`config.mk`:
```
export PLATFORM = sky130hd
export DESIGN_NAME = vga_controller
export DESIGN_NICKNAME = d
export VERILOG_FILES = /design/src/rtl/vga_controller.sv
export SDC_FILE = /design/constraint.sdc
export NUM_CORES = 1
export LEC_CHECK = 0
export ABC_AREA = 1
export CAP_MARGIN = 20
export CORE_MARGIN = 2
export CORE_UTILIZATION = 39
export CTS_CLUSTER_SIZE = 40
export DETAILED_ROUTE_END_ITERATION = 7
export DONT_BUFFER_PORTS = 1
export PLACE_DENSITY = 0.5
export SLEW_MARGIN = 20
export SYNTH_ARGS = -nofsm -noshare
export SYNTH_HDL_FRONTEND = slang
export SYNTH_SLANG_ARGS = --single-unit
```
`constraint.sdc`:
```
create_clock -name vga_clk -period 1.7 [get_ports vga_clk]
set_input_delay 0.255 -clock vga_clk [delete_from_list [all_inputs] [get_ports vga_clk]]
set_output_delay 0.255 -clock vga_clk [all_outputs]
set_load 0.1 [all_outputs]
```
`src/rtl/vga_controller.sv`:
```
// 640x480@60 VGA timing generator: a divide-by-two pixel strobe advances the
// horizontal/vertical position counters, and sync/blanking are decoded from them.
module vga_controller #(
    parameter int unsigned H_VISIBLE = 640,
    parameter int unsigned H_FRONT   = 16,
    parameter int unsigned H_SYNC    = 96,
    parameter int unsigned H_BACK    = 48,
    parameter int unsigned V_VISIBLE = 480,
    parameter int unsigned V_FRONT   = 10,
    parameter int unsigned V_SYNC    = 2,
    parameter int unsigned V_BACK    = 33
) (
    input  logic       vga_clk,
    input  logic       rst,
    output logic [9:0] pixel_x,
    output logic [9:0] pixel_y,
    output logic       hsync,
    output logic       vsync,
    output logic       display_area
);

    localparam int unsigned H_TOTAL = H_VISIBLE + H_FRONT + H_SYNC + H_BACK;
    localparam int unsigned V_TOTAL = V_VISIBLE + V_FRONT + V_SYNC + V_BACK;

    localparam logic [9:0] H_LAST       = 10'(H_TOTAL - 1);
    localparam logic [9:0] V_LAST       = 10'(V_TOTAL - 1);
    localparam logic [9:0] H_VIS_END    = 10'(H_VISIBLE);
    localparam logic [9:0] V_VIS_END    = 10'(V_VISIBLE);
    localparam logic [9:0] H_SYNC_FIRST = 10'(H_VISIBLE + H_FRONT);
    localparam logic [9:0] H_SYNC_LAST  = 10'(H_VISIBLE + H_FRONT + H_SYNC - 1);
    localparam logic [9:0] V_SYNC_FIRST = 10'(V_VISIBLE + V_FRONT);
    localparam logic [9:0] V_SYNC_LAST  = 10'(V_VISIBLE + V_FRONT + V_SYNC - 1);

    logic       pixel_tick;
    logic       pixel_tick_d;
    logic [9:0] h_counter;
    logic [9:0] h_counter_d;
    logic [9:0] v_counter;
    logic [9:0] v_counter_d;

    // Wrap on ">=" so a counter left out of range recovers on its next advance.
    always_comb begin
        pixel_tick_d = ~pixel_tick;
        h_counter_d  = h_counter;
        v_counter_d  = v_counter;
        if (pixel_tick) begin
            if (h_counter >= H_LAST) begin
                h_counter_d = 10'd0;
                if (v_counter >= V_LAST) begin
                    v_counter_d = 10'd0;
                end else begin
                    v_counter_d = v_counter + 10'd1;
                end
            end else begin
                h_counter_d = h_counter + 10'd1;
            end
        end
    end

    always_ff @(posedge vga_clk) begin
        if (rst) begin
            pixel_tick <= 1'b0;
            h_counter  <= 10'd0;
            v_counter  <= 10'd0;
        end else begin
            pixel_tick <= pixel_tick_d;
            h_counter  <= h_counter_d;
            v_counter  <= v_counter_d;
        end
    end

    // Outputs decode the live counters directly, with no output register.
    assign pixel_x      = h_counter;
    assign pixel_y      = v_counter;
    assign display_area = (h_counter < H_VIS_END) && (v_counter < V_VIS_END);
    assign hsync        = !((h_counter >= H_SYNC_FIRST) && (h_counter <= H_SYNC_LAST));
    assign vsync        = !((v_counter >= V_SYNC_FIRST) && (v_counter <= V_SYNC_LAST));

endmodule

```
# Word-level counts from Yosys, hierarchy flattened
# Cells that the tools add are included.
# Widths: inputs -> output; s select.
[totals]
output_inout_bits = 23
elab_cells = 22
n_memories = 0
latch_bits = 0
regBits = 21
ram_bits = 0
mem_bits_ro = 0
inputBits = 2
[classes]
bitwise_logic = 1
shift = 0
n_mul = 0
magnitude_cmp = 8
n_reduce_logical = 6
mux = 2
addsub = 2
eq_ne = 0
div = 0
[op_table]
columns = ["operator", "n"]
rows = [
  ["$ge 10x10->1 const B", 3],
  ["$add 10x1->10 const B", 2],
  ["$mux 10", 2],
  ["$ge 10x9->1 const B", 1],
  ["$le 10x10->1 const B", 1],
  ["$le 10x9->1 const B", 1],
  ["$lt 10x10->1 const B", 1],
  ["$lt 10x9->1 const B", 1],
  ["$logic_and 1x1->1", 3],
  ["$logic_not 1->1", 2],
  ["$reduce_and 2->1", 1],
  ["$not 1->1", 1],
]

# Longest topological paths before layout
# Gate-level depths: netlist of run 1.
[logic_depth]
word_depth = 3
ltp_mapped = 9
ltp_nobuf = 9

# Worst setup path before layout of run 1
# OpenSTA, ideal clock, no wires.
[synth_path]
path_type = "reg-to-output"
from = "reg h_counter[8] (netlist: pixel_x[8])"
to = "out display_area"
stages_incl_launch_ff = 3
arrival_ps = 4050
n_path_buf = 0
setup_slack_ps = -2605
t_required_ps = 1445
path_cell_list = "dfxtp_1 > nor2_1 > nor4_1"
[synth_via]
elab_chain_cells = 2
[synth_rtl]
columns = ["item", "line", "source"]
rows = [
  ["start: declaration", "36", "logic [9:0] h_counter;"],
  ["start signal: assignment", "67", "h_counter <= h_counter_d;"],
  ["$lt 10x10->1", "75", "assign display_area = (h_counter < H_VIS_END) && (v_counter < V_VIS_END);"],
  ["$logic_and 1x1->1", "75", ""],
  ["end: declaration", "19", "output logic display_area"],
]
# Every way passes these cells.

# Worst setup path after layout of run 1
[layout_path]
from = "reg v_counter[5] (netlist: pixel_y[5])"
to = "out display_area"
[layout_via]
elab_chain_cells = 2
[layout_rtl]
columns = ["item", "line", "source"]
rows = [
  ["start: declaration", "38", "logic [9:0] v_counter;"],
  ["start signal: assignment", "68", "v_counter <= v_counter_d;"],
  ["$lt 10x9->1", "75", ""],
  ["$logic_and 1x1->1", "75", ""],
]
# Every way passes these cells.

==> flow_summary.yaml, run 1 <==
setup_path:
  critPathLaunchType: "register"
  crit_arrival_ns: 1.42
  path_class: "register to output port"
  reg2reg_slack_ns: 0.18
  end_kind: "output port"
  worstPathMaxFanout: 3
  cp.required_ns: 1.44
synth:
  synth_cells: 176
  synth_top_area_share_pct: 33.5
  synth_cell_types: 26
  yosysMostFrequentCell: "nand2_1"
  ys_top_cells_by_count: "35 x nand2_1, 28 x nor2_1, 22 x inv_1, 21 x dfxtp_1, 12 x nand3_1"
  yosysTopAreaCell: "dfxtp_1"
  yosys.area_share.simple_pct: 38.7
  synth_top_family_by_area: "simple AND/OR/NAND/NOR gates"
  synthArstFlopShare_pct: 0
  yosysSeqAreaShare_pct: 33.5
  synth_xor_area_share_pct: 3.49
  synth_top_flop_cell: "dfxtp_1"
  synth_nets: 182
  syn_avg_cell_area_um2: 7.14
  synthAdderAreaFrac_pct: 3.98
  ys_ff_latch: 21
  synth_warnings: 0
  synth_edf_count: 0
  synth.area.top_cells: "dfxtp_1 33%, nand2_1 10%, nor2_1 8.4%, inv_1 6.6%, nand3_1 4.8%"
  synth_compound_area_share_pct: 8.67
  netlist_area_um2: 1260
  synthMuxAreaShare_pct: 0
drt:
  ant_nets: 0
  first_pass_iters: 4
  wl_per_cell_um: 11.4
  vias: 1184
  via_per_inst: 4.64
  drt-initial-drc-count: 46
  drcViolationCount: 0
  drt_wl_total_um: 2910
clock_network:
  numCtsBuffers: 3
  clk_pin_slew_ns: 0.12
  clock_sink_count: 21
  cts_max_level: 1
  cts_tree: "done"
  clk_latency_ns: 0.31
  cts_buffer_depth: 2
  cts-root-buf: "clkbuf_4"
power:
  power_density_nw_per_um2: 478
  ir_drop_mv: 0.304
  p_seq_share_pct: 59.5
  p_leak_uw: 0.000797
  pwr-share-clk_pct: 31.2
  internal-power_uw: 590
  comb_power_share_pct: 9.2
  swShare_pct: 27.8
  switchingPower_uw: 227
global_route:
  antenna_found_initial: 0
  grt_start_max_net_pins: 12
  grt_pass1_vias: 1079
  grt_overflow_total: 0
  grt_pass1_wl_um: 4730
  track_usage_pct: 17.2
die:
  fp.coreArea_um2: 3050
  die_h_um: 60.8
  num_rows: 20
  chipWidth_um: 60.8
  initial_core_util_pct: 41.1
  die_area_um2: 3690
  io_pins: 25
final_layout:
  drive_above_1_share_pct: 45.0
  syn2layout_area_growth_pct: 36.1
  postLayoutCellArea_um2: 1710
  diodes: 0
  nets: 218
place:
  io_buffer_count: 0
  dp_hpwl_um: 2220
  place_congestion: 0.858
  placed_cell_area_um2: 1610
sta:
  whs_ns: 0.260
  final_hold_viol_count: 0
  report.final.slew_viol_count: 0
  slew_headroom_pct: 76.0
  rsz0062_at_grt: "yes"
  skew_ns: 0.00324
  fin_crit_ns: 1.68
  max_freq_mhz: 597
  setup_viol: 0
  fin_crit_sh_pct: 98.6
  worst_pin_slew_ns: 0.359
hold_path:
  hold_class: "input port to register"
flow_run:
  cap_violations: 0
run_status:
  status: "completed"
-- power groups by stage --
| stage | Clock (uW) | Combinational [uW] | Sequential (uW) |
|---|---|---|---|
| after global routing | 292 | 81.7 | 487 |
| after global placement | 0 | 72.2 | 497 |
| after detailed placement | 0 | 72.2 | 498 |
| after floorplan | 0 | 35.6 | 522 |
| final | 255 | 75.4 | 486 |
| after CTS | 263 | 75.4 | 486 |
-- cell usage in the layout (no fill, tap or decap), drive strengths merged --
cell	instances
clkinv	1
nand4	4
nand2	39
dlygate4sd3	1
nor2	32
nor3	6
o21ai	9
clkbuf	4
nor3b	1
xor2	5
nand3b	1
ha	4
nor4	1
a21oi	3
dfxtp	21
o21bai	3
nand3	14
inv	29
buf	33
-- sequential cells by signal (all words and copies together), names as in the netlist --
register	cells
pixel_x	10
pixel_tick	1
pixel_y	10
-- metal layers --
metal | global-route usage, % | vias up | wire length (um)
li1 | - | 624 | -
met1 | 24.6 | 524 | 1470
met2 | 24.7 | 31 | 1210
met3 | 4.26 | 5 | 186
met4 | 6.83 | 0 | 48
met5 | 0 | - | 0
-- metrics by stage --
step	util, %	worst slack (ns)	setup TNS (ns)	std cells	total power (uW)
3_5_place_dp	52.9	0.196	0	243	570
5_1_grt	56.0	-0.0165	-0.0249	255	861
3_3_place_gp	52.9	0.227	0	243	570
6_report	56.0	0.0236	0	255	816
4_1_cts	54.1	0.00647	0	248	825
2_1_floorplan	-	-0.383	-0.731	176	557
-- worst max-delay path, stage by stage (launching register included) --
cell     delay, ns
dfxtp_4       0.38
nand2_4       0.08
nor3_4        0.05
buf_6         0.11
nor4_4        0.27
buf_12        0.22
-- final cells by class --
cell class / count / area [um^2]
inverter: 30 / 115
clock buffer: 4 / 26.3
multi-input combinational: 122 / 738
fill: 305 / 1340
timing repair buffer: 34 / 299
sequential: 21 / 475
tap: 44 / 55.1
-- final timing paths --
path | from | endpoint | depth (start not counted)
setup / recovery | pixel_y[5] | display_area | 5
hold / removal | rst | pixel_y[9] | 3
setup reg to reg | pixel_x[1] | pixel_x[9] | 7
hold reg to reg | pixel_y[7] | pixel_y[7] | 2
-- cells by family after synthesis --
logic type / Yosys count
and+or+nand+nor: 98
buffers and inverters: 33
DFF: 21
AOI/OAI and AO/OA: 15
xor gates and xnor gates: 5
adders and majority gates: 4
-- repair_timing --
item | 4_1_cts | 5_1_grt
hold buffers | 1 | 0
gates resized for setup | 0 | 3
setup buffers | 0 | 7
pin swaps | 1 | 3
setup endpoints to repair | 1 | 2
endpoints found under the hold margin | 2 | 0
(Power assumes the default switching activity.)
==> inputs of run 2 (changes only) <==
--- a/config.mk
+++ b/config.mk
@@ -12,6 +12,8 @@
 export CTS_CLUSTER_SIZE = 40
 export DETAILED_ROUTE_END_ITERATION = 7
 export DONT_BUFFER_PORTS = 1
+export GPL_TIMING_DRIVEN = 0
+export MAX_ROUTING_LAYER = met4
 export PLACE_DENSITY = 0.5
 export SLEW_MARGIN = 20
 export SYNTH_ARGS = -nofsm -noshare
==> flow_summary.yaml, run 2 (same netlist as run 1, synthesis figures left out) <==
run_status:
  status: "complete, but fails checks"
  violations: "setup timing"
power:
  comb_power_share_pct: 5.8
  swShare_pct: 28.7
  internal-power_uw: 572
  p_leak_uw: 0.000702
  power_density_nw_per_um2: 500
  switchingPower_uw: 230
  ir_drop_mv: 0.400
  p_seq_share_pct: 62.5
  pwr-share-clk_pct: 31.6
clock_network:
  clk_pin_slew_ns: 0.14
  clk_latency_ns: 0.31
  cts-root-buf: "clkbuf_4"
  numCtsBuffers: 3
  clock_sink_count: 21
  cts_tree: "done"
  cts_buffer_depth: 2
  cts_max_level: 1
sta:
  skew_ns: 0.0116
  whs_ns: 0.261
  tns_ns: -0.746
  fin_crit_sh_pct: 125
  setup_viol: 3
  rsz0062_at_grt: "yes"
  worst_pin_slew_ns: 1.06
  setup_ws_ns: -0.424
  final_hold_viol_count: 0
  slew_headroom_pct: 29.1
  max_freq_mhz: 471
  report.final.slew_viol_count: 0
  fin_crit_ns: 2.12
setup_path:
  end_kind: "output port"
  critical_path_cell_count: 3
  critical_path.endpoint: "hsync"
  path_class: "register to output port"
  cp.required_ns: 1.44
  timing.rr.end: "pixel_x[5]"
  critPathLaunchType: "register"
  cp_slowest_cell: "nand3b_1"
  crit_start: "pixel_x[5]"
  worstPathMaxFanout: 5
  cp_cell_sequence: "nand2_4 > nor2_4 > nand3b_1"
  slowest_delay_ns: 0.77
  timing.rr.start: "pixel_x[1]"
  critical-path-top-delay-family: "simple AND/OR/NAND/NOR gates"
  reg2reg_slack_ns: 0.13
  worstRegToRegCells: 7
  crit_arrival_ns: 1.87
  critical_path_buf_inv_count: 0
drt:
  met1Wirelength_um: 1370
  highest_layer: "met4"
  wl_per_cell_um: 11.8
  first_pass_iters: 4
  route.met2.wl_um: 1190
  drcViolationCount: 0
  routed-wl-met3_um: 146
  vias: 1079
  drt-initial-drc-count: 70
  ant_nets: 0
  via_per_inst: 4.67
  drt_wl_total_um: 2720
final_layout:
  diodes: 0
  fin_util_pct: 52.6
  final_common_cell: "nand2_1"
  drive_above_1_share_pct: 40.6
  syn2layout_area_growth_pct: 27.8
  nets: 194
  final_cell_mix: "32 x nand2_1, 25 x nor2_1, 20 x dfxtp_4"
place:
  pre_cts_ws_ns: -0.140
  dp_hpwl_um: 2060
  place_congestion: 0.787
  io_buffer_count: 0
die:
  num_rows: 20
  initial_core_util_pct: 41.1
  fp.coreArea_um2: 3050
  die_area_um2: 3690
  chipWidth_um: 60.8
  die_h_um: 60.8
  io_pins: 25
global_route:
  track_usage_pct: 17.5
  grt_pass1_wl_um: 4770
  grt_pass1_vias: 1040
  grt_start_max_net_pins: 13
  grt_overflow_total: 0
  antenna_found_initial: 0
hold_path:
  hold_class: "input port to register"
  hold_start: "rst"
flow_run:
  cap_violations: 0
run 2: cell types whose count changed in the layout (fill, tap and decap cells not counted), sizes merged:
cell	change
clkinv	+1
buf	-25
run 2: layout make-up:
type	instances	area (um^2)
flip-flops and latches	21	495
well taps	44	55.1
inverters	30	120
plain buffers	3	33.8
repair buffers	7	92.6
fillers	316	1450
multi-input cells	122	781
clock buffers	3	22.5
clock inverters	1	5.00
run 2: how the worst min path moves through the flow:
stage / endpoint / slack (ns) / cells after the start
2_1_floorplan: pixel_y[4] / 0.31 / 1
3_3_place_gp: pixel_y[4] / 0.31 / 1
3_5_place_dp: pixel_y[4] / 0.31 / 1
4_1_cts: pixel_y[7] / 0.25 / 3
5_1_grt: pixel_y[9] / 0.28 / 3
6_report: pixel_y[7] / 0.26 / 3
run 2: worst min-delay path, stage by stage:
cell	delay (ns)
clkinv_1	0.14
nand3_1	0.10
nand2_1	0.06
run 2: power by group through the flow:
stage / logic, uW / registers, uW / clock network, uW
floorplan: 35.6 / 522 / 0
global placement: 44.3 / 523 / 0
detailed placement: 44.6 / 523 / 0
CTS: 47.5 / 505 / 270
global route: 54.1 / 504 / 296
finish: 46.8 / 502 / 254
run 2: repair_timing:
action	in CTS	in global routing
pin swaps	8	6
setup buffers	3	1
hold endpoints to repair	2	0
setup endpoints to repair	22	22
cloned	0	0
gates resized for setup	10	15
hold buffers	1	0
run 2: stage by stage:
| step | std cells | total power (uW) | cell area (um^2) |
|---|---|---|---|
| detailed placement | 222 | 568 | 1460 |
| global placement | 220 | 567 | 1420 |
| floorplan | 176 | 557 | 1360 |
| CTS | 230 | 823 | 1540 |
| finish | 231 | 803 | 1610 |
| global route | 231 | 854 | 1610 |
run 2: routing by layer:
layer	track usage (%)	up-vias
met4	4.66	0
met5	-	-
met1	23.4	491
met3	5.12	2
li1	-	568
met2	26.0	18
